==> src/rtl/qc_sched_pkg.sv <==
// Shared types for the timestamp scheduler: widths, FIFO entry layout, run states
// and the modular time comparison used by every channel's head check.
package qc_sched_pkg;

  localparam int TIME_W = 20;
  localparam int WORD_W = 18;

  typedef struct packed {
    logic [TIME_W-1:0] t;
    logic [WORD_W-1:0] word;
  } sched_entry_t;

  typedef enum logic [1:0] {
    IDLE = 2'd0,
    RUN  = 2'd1,
    DONE = 2'd2
  } sched_state_e;

  // Distance from now to the entry time, mod 2^TIME_W; negative means the entry is in the past.
  function automatic logic signed [TIME_W-1:0] time_delta(input logic [TIME_W-1:0] head_t,
                                                          input logic [TIME_W-1:0] now);
    return $signed(head_t - now);
  endfunction

endpackage

==> src/rtl/timestamp_scheduler_if.sv <==
// Dispatcher-side bus of the scheduler: per-channel timed writes and collision flags in,
// per-channel issue pulses and words out.
interface timestamp_scheduler_if
  import qc_sched_pkg::*;
#(
  parameter int NCH = 4
) ();

  logic [NCH-1:0]        fifo_wr_en;
  logic [TIME_W*NCH-1:0] abs_time;
  logic [WORD_W*NCH-1:0] fifo_wd;
  logic [NCH-1:0]        err_bit;
  logic [NCH-1:0]        issue_valid;
  logic [WORD_W*NCH-1:0] issue_word;

  modport master (
    output fifo_wr_en, abs_time, fifo_wd, err_bit,
    input  issue_valid, issue_word
  );

  modport slave (
    input  fifo_wr_en, abs_time, fifo_wd, err_bit,
    output issue_valid, issue_word
  );

endinterface

==> src/rtl/sched_fifo.sv <==
// Show-ahead FIFO of timestamped entries for one channel; head is valid whenever not empty.
// A write into a full FIFO is taken only when the same cycle also pops.
module sched_fifo
  import qc_sched_pkg::*;
#(
  parameter int DEPTH = 16
) (
  input  logic         clk,
  input  logic         reset,
  input  logic         flush,
  input  logic         wr,
  input  sched_entry_t wd,
  input  logic         rd,
  output logic         full,
  output logic         empty,
  output sched_entry_t head
);

  localparam int AW = $clog2(DEPTH);

  logic [AW:0]  wr_ptr_q, wr_ptr_d;
  logic [AW:0]  rd_ptr_q, rd_ptr_d;
  sched_entry_t mem_q [DEPTH];
  logic         do_wr, do_rd;

  always_comb begin
    empty    = (wr_ptr_q == rd_ptr_q);
    full     = (wr_ptr_q[AW] != rd_ptr_q[AW]) && (wr_ptr_q[AW-1:0] == rd_ptr_q[AW-1:0]);
    do_rd    = rd && !empty;
    do_wr    = wr && (!full || do_rd);
    head     = mem_q[rd_ptr_q[AW-1:0]];
    wr_ptr_d = wr_ptr_q;
    rd_ptr_d = rd_ptr_q;
    if (flush) begin
      wr_ptr_d = '0;
      rd_ptr_d = '0;
    end else begin
      if (do_wr) wr_ptr_d = wr_ptr_q + 1'b1;
      if (do_rd) rd_ptr_d = rd_ptr_q + 1'b1;
    end
  end

  always_ff @(posedge clk or negedge reset) begin
    if (!reset) begin
      wr_ptr_q <= '0;
      rd_ptr_q <= '0;
    end else begin
      wr_ptr_q <= wr_ptr_d;
      rd_ptr_q <= rd_ptr_d;
    end
  end

  // Storage carries no reset; only the pointers define occupancy.
  always_ff @(posedge clk) begin
    if (do_wr && !flush) mem_q[wr_ptr_q[AW-1:0]] <= wd;
  end

endmodule

==> src/rtl/timestamp_scheduler.sv <==
// Per-channel timed issue scheduler: releases each buffered word when the shared run timer
// reaches its absolute time, under an IDLE/RUN/DONE run controller with sticky error status.
module timestamp_scheduler
  import qc_sched_pkg::*;
#(
  parameter int NCH   = 4,
  parameter int DEPTH = 16
) (
  input  logic                    clk,
  input  logic                    reset,
  input  logic                    start,
  input  logic                    stop,
  input  logic                    clear,
  input  logic                    halt_on_err,
  timestamp_scheduler_if.slave    bus,
  output logic [TIME_W-1:0]       timer,
  output logic                    busy,
  output logic                    done,
  output logic [NCH-1:0]          late_err,
  output logic [NCH-1:0]          ovf_err,
  output logic [NCH-1:0]          col_err
);

  sched_state_e state_q, state_d;
  logic [TIME_W-1:0]     timer_q, timer_d;
  logic [NCH-1:0]        late_q, late_d;
  logic [NCH-1:0]        ovf_q, ovf_d;
  logic [NCH-1:0]        col_q, col_d;
  logic [NCH-1:0]        issue_valid_q, issue_valid_d;
  logic [WORD_W*NCH-1:0] issue_word_q, issue_word_d;

  logic                     run, open_win, flush, new_err;
  logic [NCH-1:0]           full, empty, wr_req, pop, match, late_evt, ovf_evt, col_evt;
  sched_entry_t             head [NCH];
  logic signed [TIME_W-1:0] delta [NCH];

  for (genvar g = 0; g < NCH; g++) begin : g_ch
    sched_entry_t wd;
    assign wd = {bus.abs_time[g*TIME_W +: TIME_W], bus.fifo_wd[g*WORD_W +: WORD_W]};

    sched_fifo #(.DEPTH(DEPTH)) u_fifo (
      .clk   (clk),
      .reset (reset),
      .flush (flush),
      .wr    (wr_req[g]),
      .wd    (wd),
      .rd    (pop[g]),
      .full  (full[g]),
      .empty (empty[g]),
      .head  (head[g])
    );
  end

  // Per-channel head check, write acceptance and error events.
  always_comb begin
    run      = (state_q == RUN);
    open_win = (state_q != DONE);
    match    = '0;
    late_evt = '0;
    pop      = '0;
    wr_req   = '0;
    ovf_evt  = '0;
    col_evt  = '0;
    for (int i = 0; i < NCH; i++) begin
      delta[i]    = time_delta(head[i].t, timer_q);
      match[i]    = run && !empty[i] && (delta[i] == '0);
      late_evt[i] = run && !empty[i] && delta[i][TIME_W-1];
      pop[i]      = match[i] || late_evt[i];
      wr_req[i]   = open_win && bus.fifo_wr_en[i];
      ovf_evt[i]  = wr_req[i] && full[i] && !pop[i];
      col_evt[i]  = open_win && bus.err_bit[i];
    end
    new_err = |{late_evt, ovf_evt, col_evt};
  end

  // Run controller; the timer holds on the cycle that leaves RUN.
  always_comb begin
    state_d = state_q;
    timer_d = timer_q;
    flush   = 1'b0;
    case (state_q)
      IDLE: begin
        if (start) begin
          state_d = RUN;
          timer_d = '0;
        end
      end
      RUN: begin
        if (stop || (halt_on_err && new_err)) state_d = DONE;
        else                                   timer_d = timer_q + 1'b1;
      end
      DONE: begin
        if (clear) begin
          state_d = IDLE;
          timer_d = '0;
          flush   = 1'b1;
        end
      end
      default: state_d = IDLE;
    endcase
  end

  always_comb begin
    late_d        = flush ? '0 : (late_q | late_evt);
    ovf_d         = flush ? '0 : (ovf_q | ovf_evt);
    col_d         = flush ? '0 : (col_q | col_evt);
    issue_valid_d = match;
    issue_word_d  = issue_word_q;
    for (int i = 0; i < NCH; i++) begin
      if (match[i]) issue_word_d[i*WORD_W +: WORD_W] = head[i].word;
    end
  end

  always_ff @(posedge clk or negedge reset) begin
    if (!reset) begin
      state_q       <= IDLE;
      timer_q       <= '0;
      late_q        <= '0;
      ovf_q         <= '0;
      col_q         <= '0;
      issue_valid_q <= '0;
      issue_word_q  <= '0;
    end else begin
      state_q       <= state_d;
      timer_q       <= timer_d;
      late_q        <= late_d;
      ovf_q         <= ovf_d;
      col_q         <= col_d;
      issue_valid_q <= issue_valid_d;
      issue_word_q  <= issue_word_d;
    end
  end

  assign timer           = timer_q;
  assign busy            = (state_q == RUN);
  assign done            = (state_q == DONE);
  assign late_err        = late_q;
  assign ovf_err         = ovf_q;
  assign col_err         = col_q;
  assign bus.issue_valid = issue_valid_q;
  assign bus.issue_word  = issue_word_q;

endmodule

==> src/flat_wrapper.sv <==
// flat-port wrapper written by rule: the top's interface ports become plain ports
module timestamp_scheduler_flat import qc_sched_pkg::*;
#(
  parameter int NCH   = 4,
  parameter int DEPTH = 16
)
  (clk, reset, start, stop, clear, halt_on_err, timer, busy, done, late_err, ovf_err, col_err, bus_fifo_wr_en, bus_abs_time, bus_fifo_wd, bus_err_bit, bus_issue_valid, bus_issue_word);
  timestamp_scheduler_if #(.NCH(NCH)) bus_i ();
  input  logic clk;
  input  logic reset;
  input  logic start;
  input  logic stop;
  input  logic clear;
  input  logic halt_on_err;
  output logic [TIME_W-1:0] timer;
  output logic busy;
  output logic done;
  output logic [NCH-1:0] late_err;
  output logic [NCH-1:0] ovf_err;
  output logic [NCH-1:0] col_err;
  input wire logic [$bits(bus_i.fifo_wr_en)-1:0] bus_fifo_wr_en;
  input wire logic [$bits(bus_i.abs_time)-1:0] bus_abs_time;
  input wire logic [$bits(bus_i.fifo_wd)-1:0] bus_fifo_wd;
  input wire logic [$bits(bus_i.err_bit)-1:0] bus_err_bit;
  output wire logic [$bits(bus_i.issue_valid)-1:0] bus_issue_valid;
  output wire logic [$bits(bus_i.issue_word)-1:0] bus_issue_word;
  assign bus_i.fifo_wr_en = bus_fifo_wr_en;
  assign bus_i.abs_time = bus_abs_time;
  assign bus_i.fifo_wd = bus_fifo_wd;
  assign bus_i.err_bit = bus_err_bit;
  assign bus_issue_valid = bus_i.issue_valid;
  assign bus_issue_word = bus_i.issue_word;
  timestamp_scheduler #(.NCH(NCH), .DEPTH(DEPTH)) u_core (.clk(clk), .reset(reset), .start(start), .stop(stop), .clear(clear), .halt_on_err(halt_on_err), .bus(bus_i), .timer(timer), .busy(busy), .done(done), .late_err(late_err), .ovf_err(ovf_err), .col_err(col_err));
endmodule
==> config.mk <==
export PLATFORM = sky130hd
export DESIGN_NAME = timestamp_scheduler_flat
export DESIGN_NICKNAME = d
export VERILOG_FILES = /design/src/rtl/qc_sched_pkg.sv /design/src/rtl/timestamp_scheduler_if.sv /design/src/rtl/sched_fifo.sv /design/src/rtl/timestamp_scheduler.sv /design/src/flat_wrapper.sv
export SDC_FILE = /design/constraint.sdc
export NUM_CORES = 2
export LEC_CHECK = 0
export ABC_AREA = 0
export CAP_MARGIN = 20
export CORE_MARGIN = 5
export CORE_UTILIZATION = 25
export DETAILED_ROUTE_END_ITERATION = 7
export SLEW_MARGIN = 10
export SYNTH_ARGS = -nofsm -noshare
export SYNTH_HDL_FRONTEND = slang
export SYNTH_SLANG_ARGS = --single-unit
==> constraint.sdc <==
create_clock -name clk -period 12.4 [get_ports clk]
set_input_delay 3.1 -clock clk [delete_from_list [all_inputs] [get_ports clk]]
set_output_delay 3.1 -clock clk [all_outputs]
set_load 0.02 [all_outputs]
; ---- Word level (Yosys, flattened, before mapping)
; Memories as Yosys holds them, arrays and structs flattened.
; Cells that the tools add are included.
[op_classes]
magnitude_cmp = 0
n_mul = 0
bitwise_logic = 3
muxes = 37
eq_ne = 19
n_reduce_logical = 84
add_sub_neg = 13
shifts = 0
div = 0
[ops]
columns = cell, count
row1 = 20-bit logical NOT, 4
row2 = 5-bit 2-to-1 mux, 16
row3 = 20-bit subtractor, 4
row4 = 20-bit 2-to-1 mux, 3
row5 = 20-bit one-hot mux with 3 select lines, 1
row6 = 1-bit logical AND, 45
row7 = 5-bit by 1-bit adder with 5-bit output (second input constant), 8
row8 = 20-bit by 1-bit adder with 20-bit output (second input constant), 1
row9 = 5-bit == test, 4
row10 = 4-bit == test, 4
row11 = 2-bit nonzero test, 8
row12 = 1-bit logical NOT, 13
row13 = 4-bit 2-to-1 mux, 3
row14 = 4-bit OR, 3
row15 = 12-bit OR reduction, 1
row16 = 1-bit 2-to-1 mux, 10
row17 = 1-bit logical OR, 9
row18 = 2-bit != test (second input constant), 4
row19 = 2-bit 2-to-1 mux, 3
row20 = 2-bit one-hot mux with 3 select lines, 1
row21 = 1-bit != test, 4
row22 = 4-bit AND reduction, 1
row23 = 3-bit AND reduction, 1
row24 = 3-bit nonzero test, 1
row25 = 4 further kinds, 4
[word_totals]
n_memories = 4
elab_cells = 178
register_bits = 150
mem_bits_rw = 2432
latch_bits = 0
romBits = 0
[memory_table]
columns = memory, words, word_bits, rd, rd_clocked_by_memory_dff, wr, line
row1 = u_core.g_ch[0].u_fifo.mem_q, 16, 38, 1, 0, 1, sched_fifo.sv:23  ; sched_entry_t mem_q [DEPTH];
row2 = u_core.g_ch[1].u_fifo.mem_q, 16, 38, 1, 0, 1, sched_fifo.sv:23
row3 = u_core.g_ch[2].u_fifo.mem_q, 16, 38, 1, 0, 1, sched_fifo.sv:23
row4 = u_core.g_ch[3].u_fifo.mem_q, 16, 38, 1, 0, 1, sched_fifo.sv:23

; ---- Logic depth before layout (Yosys ltp)
[depth]
ltp_word = 12
mapped_depth = 22

; ---- Hierarchy
; Synthesis repeated with hierarchy kept, for this count alone.
[hier_totals]
cells_unflattened = 4897
hier_area_um2 = 103614.4
[by_module_without_submodules]
columns = mod, seq_area_each_um2, instances, area_per_inst_um2, cells_each
row1 = sched_fifo at u_core.g_ch[1].u_fifo ..., 18507.8, 3, 23563.8, 931
row2 = sched_fifo at u_core.g_ch[0].u_fifo, 18507.8, 1, 23846.6, 1057
row3 = timestamp_scheduler, 2752.6, 1, 9076.2, 1047

; ---- Worst setup path before layout
; No wires, ideal clock.
[synth_path]
path_kind = register to register
from = register u_core.g_ch[0].u_fifo.rd_ptr_q[0]
to = memory u_core.g_ch[0].u_fifo.mem_q[3][0] in the netlist's numbering (enable)
synth_period_minus_slack_ns = 9.092
setup_ns = 0.480
path_stages_with_launch = 20
slack_ns = 3.308
arrival_time_ns = 8.612
required_ns = 11.920
path_cell_list = dfrtp_1 -> buf_2 -> buf_1 -> buf_1 -> buf_1 -> mux4_2 -> mux4_2 -> ha_1 -> clkbuf_1 -> a21o_1 -> a31o_2 -> o21ai_1 -> a31oi_1 -> or3_1 -> a2111oi_0 -> and4_1 -> nor2_1 -> a21oi_2 -> nand2_1 -> nor3_1
[synth_via]
elab_chain_cells = 11
word_cells_on_any_way = 18
cone_classes = 1 x add/sub / 2 x eq/ne / 2 x mux / 12 x reduce/logical / 1 x memory
[synth_rtl]
columns = element, line
row1 = "start, declared", sched_fifo.sv:22  ; logic [AW:0] rd_ptr_q, rd_ptr_d;
row2 = "start signal, assigned", sched_fifo.sv:49  ; rd_ptr_q <= rd_ptr_d;
row3 = memory 16 x 38 bit or 5-bit == test (tied branches), --
row4 = 20-bit subtractor or 1-bit logical NOT (tied branches), --
row5 = 20-bit logical NOT or 1-bit logical AND (tied branches), "timestamp_scheduler.sv:66, timestamp_scheduler.sv:67"
row6 = 1-bit logical AND (on tied branches), "timestamp_scheduler.sv:66, timestamp_scheduler.sv:67"
row7 = 1-bit logical OR, timestamp_scheduler.sv:68  ; pop[i] = match[i] || late_evt[i];
row8 = 1-bit logical AND, sched_fifo.sv:29  ; do_rd = rd && !empty;
row9 = 1-bit logical OR *, sched_fifo.sv:30  ; do_wr = wr && (!full || do_rd);
row10 = 1-bit logical AND *, sched_fifo.sv:30
row11 = 1-bit logical AND *, sched_fifo.sv:55  ; if (do_wr && !flush) mem_q[wr_ptr_q[AW-1:0]] <= wd;
row12 = 1-bit 2-to-1 mux *, sched_fifo.sv:55
row13 = 1-bit 2-to-1 mux (implied by the code) *, sched_fifo.sv:55
row14 = "end, declared", sched_fifo.sv:23
; Every way passes the cells marked *; elsewhere a longest branch is shown, timed or not.

; ---- Worst setup path in the final report
[layout_path]
from = register u_core.g_ch[1].u_fifo.rd_ptr_q[1]
to = memory u_core.g_ch[1].u_fifo.mem_q[6][12] in the netlist's numbering (enable)
[layout_via]
elab_chain_cells = 11
word_cells_on_any_way = 18
cone_classes = 1 x add/sub / 2 x eq/ne / 2 x mux / 12 x reduce/logical / 1 x memory
[layout_rtl]
columns = element, line
row1 = "start, declared", sched_fifo.sv:22
row2 = "start signal, assigned", sched_fifo.sv:49
row3 = memory 16 x 38 bit or 5-bit == test (tied branches), --
row4 = 20-bit subtractor or 1-bit logical NOT (tied branches), --
row5 = 20-bit logical NOT or 1-bit logical AND (tied branches), "timestamp_scheduler.sv:66, timestamp_scheduler.sv:67"
row6 = 1-bit logical AND (on tied branches), "timestamp_scheduler.sv:66, timestamp_scheduler.sv:67"
row7 = 1-bit logical OR, timestamp_scheduler.sv:68
row8 = 1-bit logical AND, sched_fifo.sv:29
row9 = 1-bit logical OR *, sched_fifo.sv:30
row10 = 1-bit logical AND *, sched_fifo.sv:30
row11 = 1-bit logical AND *, sched_fifo.sv:55
row12 = 1-bit 2-to-1 mux *, sched_fifo.sv:55
row13 = 1-bit 2-to-1 mux (implied by the code) *, sched_fifo.sv:55
row14 = "end, declared", sched_fifo.sv:23
; Marked as above.

==> impl_metrics.py <==
metrics = {
    "drt": {
        "drt_pass1_iterations": 6,
        "wl_um": 259600,
        "ant_nets": 0,
        "via_count": 50300,
        "viasPerCell": 4.591,
        "drt_iter0_drc": 4665,
        "avgRoutedWirePerCell_um": 23.69,
        "route.detailed.drc": 0,
    },
    "clocking": {
        "clockBufferDepth": 4,
        "root_buffer": "clkbuf_16",
        "cts_tree": "done",
        "clk_latency_ns": 0.90,
        "post_cts_resized": 0,
        "post_cts_buffers": 0,
        "path_clk_slew_ns": 0.06,
        "cts.sink_count": 2582,
        "hold_buffers": 0,
        "htreeDepth": 5,
        "cts_buffers": 281,
    },
    "pwr": {
        "combPwrFrac": 0.304,
        "p_sw_frac": 0.3097,
        "seqPwrFrac": 0.396,
        "p_switching_mw": 8.480,
        "p_int_mw": 18.90,
        "power_density_nw_per_um2": 224.4,
        "p_leak_nw": 37.83,
        "power_frac_clock": 0.300,
        "power_mw": 27.38,
        "ir_worst_vdd_v": 0.0001488,
    },
    "logic_synthesis": {
        "synth_enable_flop_cells": 2432,
        "yosysTopAreaCell": "edfxtp_1",
        "yosysWarnings": 0,
        "ys_ff_latch": 2582,
        "async_reset_ff_frac": 0.05809,
        "ys_types": 83,
        "synth_most_common_cell": "edfxtp_1",
        "ys_seq_area_frac": 0.7464,
        "synthCells": 4820,
        "synth_top_area_frac": 0.7100,
        "synthTopCellsByCount": "edfxtp_1 (2432), mux4_2 (756), nand2_1 (207)",
        "avgSynthCellArea_sq_um": 21.34,
        "synth_nets": 5086,
        "synth-main-ff-cell": "edfxtp_1",
        "synth_area_leaders": "edfxtp_1 (71%), mux4_2 (17%), dfrtp_1 (3.6%)",
        "synthesis.area_sq_um": 102900,
    },
    "sta": {
        "rsz0062_at_grt": "no",
        "relSlewSlack": 0.2878,
        "setup_ws_ns": 3.877,
        "finalCriticalPeriod_ns": 8.523,
        "finClkSkew_ns": 0.05571,
        "finalCritPeriodShare": 0.6874,
        "tns_ns": 0,
        "fmax_mhz": 117.3,
        "worstMarginPinSlew_ns": 1.068,
        "setup_viol": 0,
        "maxSlewViolCount": 0,
        "hold_violations": 0,
    },
    "cells_and_area": {
        "fin_nets": 5525,
        "syn_to_final_growth_pct": 18.58,
        "final_cell_count_no_fill": 10960,
        "drive_gt1_frac": 0.2599,
    },
    "die": {
        "coreArea_sq_um": 409900,
        "rows": 235,
        "initial_utilization": 0.2510,
        "die-height_um": 651.5,
        "dieArea_sq_um": 424400,
        "io_pins": 276,
        "die_width_um": 651.5,
    },
    "place": {
        "io_buffers": 275,
        "place_congestion": 0.8105,
        "dp_slack_ns": 3.802,
        "post-dp-hpwl_um": 152800,
        "dp_cells": 10420,
    },
    "critical_path": {
        "reg2reg_depth": 17,
        "reg2reg_slack_ns": 3.88,
        "slowest_stage": "dfrtp_4",
        "r2r_start": "u_core.g_ch[1].u_fifo.rd_ptr_q[1]$_DFFE_PN0P_",
        "worstPathMaxFanout": 60,
        "slowest_delay_ns": 1.09,
        "cp-start-kind": "flop",
        "cp.required_ns": 12.94,
        "crit_path_end_kind": "flop",
        "startpoint": "u_core.g_ch[1].u_fifo.rd_ptr_q[1]$_DFFE_PN0P_",
        "r2r_end": "u_core.g_ch[1].u_fifo.mem_q[6][12]$_DFFE_PP_",
        "critPathMostFrequentCell": "buf_4",
        "path_cells": "buf_4 > mux4_2 > mux4_2 > ha_1 > nand4_1 > or2_2 > a2111oi_0 > a211oi_1 > xor2_1 > o2111ai_1 > or4_1 > or4_1 > buf_4 > a31oi_4 > nand2_1 > nor2_4 > buf_4",
        "crit_arrival_ns": 9.06,
        "crit_type": "reg2reg",
        "cp-endpoint": "u_core.g_ch[1].u_fifo.mem_q[6][12]$_DFFE_PP_",
    },
    "grt": {
        "antenna_found_initial": 74,
        "overflow": 0,
        "grt_pass1_wl_um": 375100,
        "grt_pass1_vias": 52310,
        "grt_usage": 0.1188,
        "grt_max_degree": 77,
    },
    "outcome": {
        "status": "finished, final reports clean",
    },
    "run": {
        "cap_violations": 0,
    },
    "min_path": {
        "hold_class": "reg2reg",
    },
}
## sequential cells by signal (all words and copies together) (netlist names)
register	count
u_core.ovf_err	4
u_core.bus.issue_valid	4
u_core.late_err	4
u_core.state_q	2
u_core.g_ch.u_fifo.mem_q	2432
u_core.g_ch.u_fifo.wr_ptr_q	20
u_core.col_err	4
u_core.timer	20
u_core.g_ch.u_fifo.rd_ptr_q	20
u_core.bus.issue_word	72
## cell families (layout without fill, tap and decap cells)
kind of cell	after synthesis	in the layout	synth area share
compound gates	348	348	0.02239
fa+ha+maj	100	100	0.01238
simple gates	588	588	0.02798
buf+inv	296	958	0.01125
other cells	0	23	0
mux	821	821	0.1723
flops	2582	2582	0.7464
xor+xnor	85	85	0.007237
## placed cells by master (no fill, tap or decap), drive strengths merged, types with 8 or more instances in the layout
cell type      count
o21a              14
a21oi             97
diode             23
mux2i             26
and4              13
ha                97
xor2              39
clkinv           107
nor3              38
a21o              23
dfrtp            150
mux2              39
xnor2             46
clkbuf           346
nand4             25
o31ai             13
nand2b            21
edfxtp          2432
clkinvlp           9
o21ai             82
a2111oi            8
nor2b             16
mux4             756
inv               81
bufinv            25
and3              24
buf              116
nand2            209
and2              27
clkdlybuf4s50    274
a211oi            12
nand3             34
or3                8
a31oi             14
a21boi             8
o2111ai           14
nor2             129
nor4               9
o211ai            17
## power groups by stage
stage	Sequential (mW)	Clock, mW	Combinational, mW
floorplan	10.6	0	6.15
global placement	11.0	0	8.23
CTS	10.9	8.41	8.35
global route	10.9	8.79	8.98
detailed placement	11.1	0	8.31
finish	10.8	8.20	8.33
## critical path, delay by kind of cell, from the launching register on
family	cells	cell delay (ns)
DFF	1	1.09
xor gates and xnor gates	1	0.18
buffers and inverters	3	1.61
AOI/OAI and AO/OA	4	1.27
adders and majority gates	1	0.42
muxes	2	0.92
and+or+nand+nor	6	2.51
## worst min path at each step
stage	from	end	slack (ns)	cells after the start
floorplan	u_core.g_ch[3].u_fifo.wr_ptr_q[4]$_DFFE_PN0P_	u_core.g_ch[3].u_fifo.wr_ptr_q[4]$_DFFE_PN0P_	0.47	1
global placement	u_core.bus.issue_word[32]$_DFFE_PN0P_	u_core.bus.issue_word[32]$_DFFE_PN0P_	0.45	2
detailed placement	u_core.bus.issue_word[64]$_DFFE_PN0N_	u_core.bus.issue_word[64]$_DFFE_PN0N_	0.45	2
CTS	u_core.bus.issue_word[64]$_DFFE_PN0N_	u_core.bus.issue_word[64]$_DFFE_PN0N_	0.47	2
global route	u_core.bus.issue_word[19]$_DFFE_PN0P_	u_core.bus.issue_word[19]$_DFFE_PN0P_	0.49	2
finish	u_core.bus.issue_word[64]$_DFFE_PN0N_	u_core.bus.issue_word[64]$_DFFE_PN0N_	0.46	2
## layer usage
layer	wire length (um)	share of wire	track usage
met5	184	0.00071	0
met4	9879	0.038	0.04265
met3	15390	0.059	0.02203
met2	130700	0.50	0.2040
met1	103400	0.40	0.1498
## metrics by stage
| stage | hold slack, ns | area, sq um | util |
|---|---|---|---|
| 6_report | 0.4649 | 122000 | 0.2976 |
| 5_1_grt | 0.4918 | 122000 | 0.2975 |
| 4_1_cts | 0.4671 | 121800 | 0.2972 |
| 3_5_place_dp | 0.4545 | 112800 | 0.2752 |
| 3_3_place_gp | 0.4521 | 112800 | 0.2752 |
| 2_1_floorplan | 0.4695 | 102900 | - |
## final cells by class
class | instances | area (sq um)
Fill cell | 39580 | 287900
Sequential cell | 2582 | 76830
Multi-Input combinational cell | 1942 | 25280
Clock buffer | 346 | 7420
Tap cell | 5451 | 6820
Timing Repair Buffer | 390 | 3719
Clock inverter | 160 | 1620
Inverter | 62 | 232.7
Antenna cell | 23 | 57.56
(Power assumes the default switching activity.)
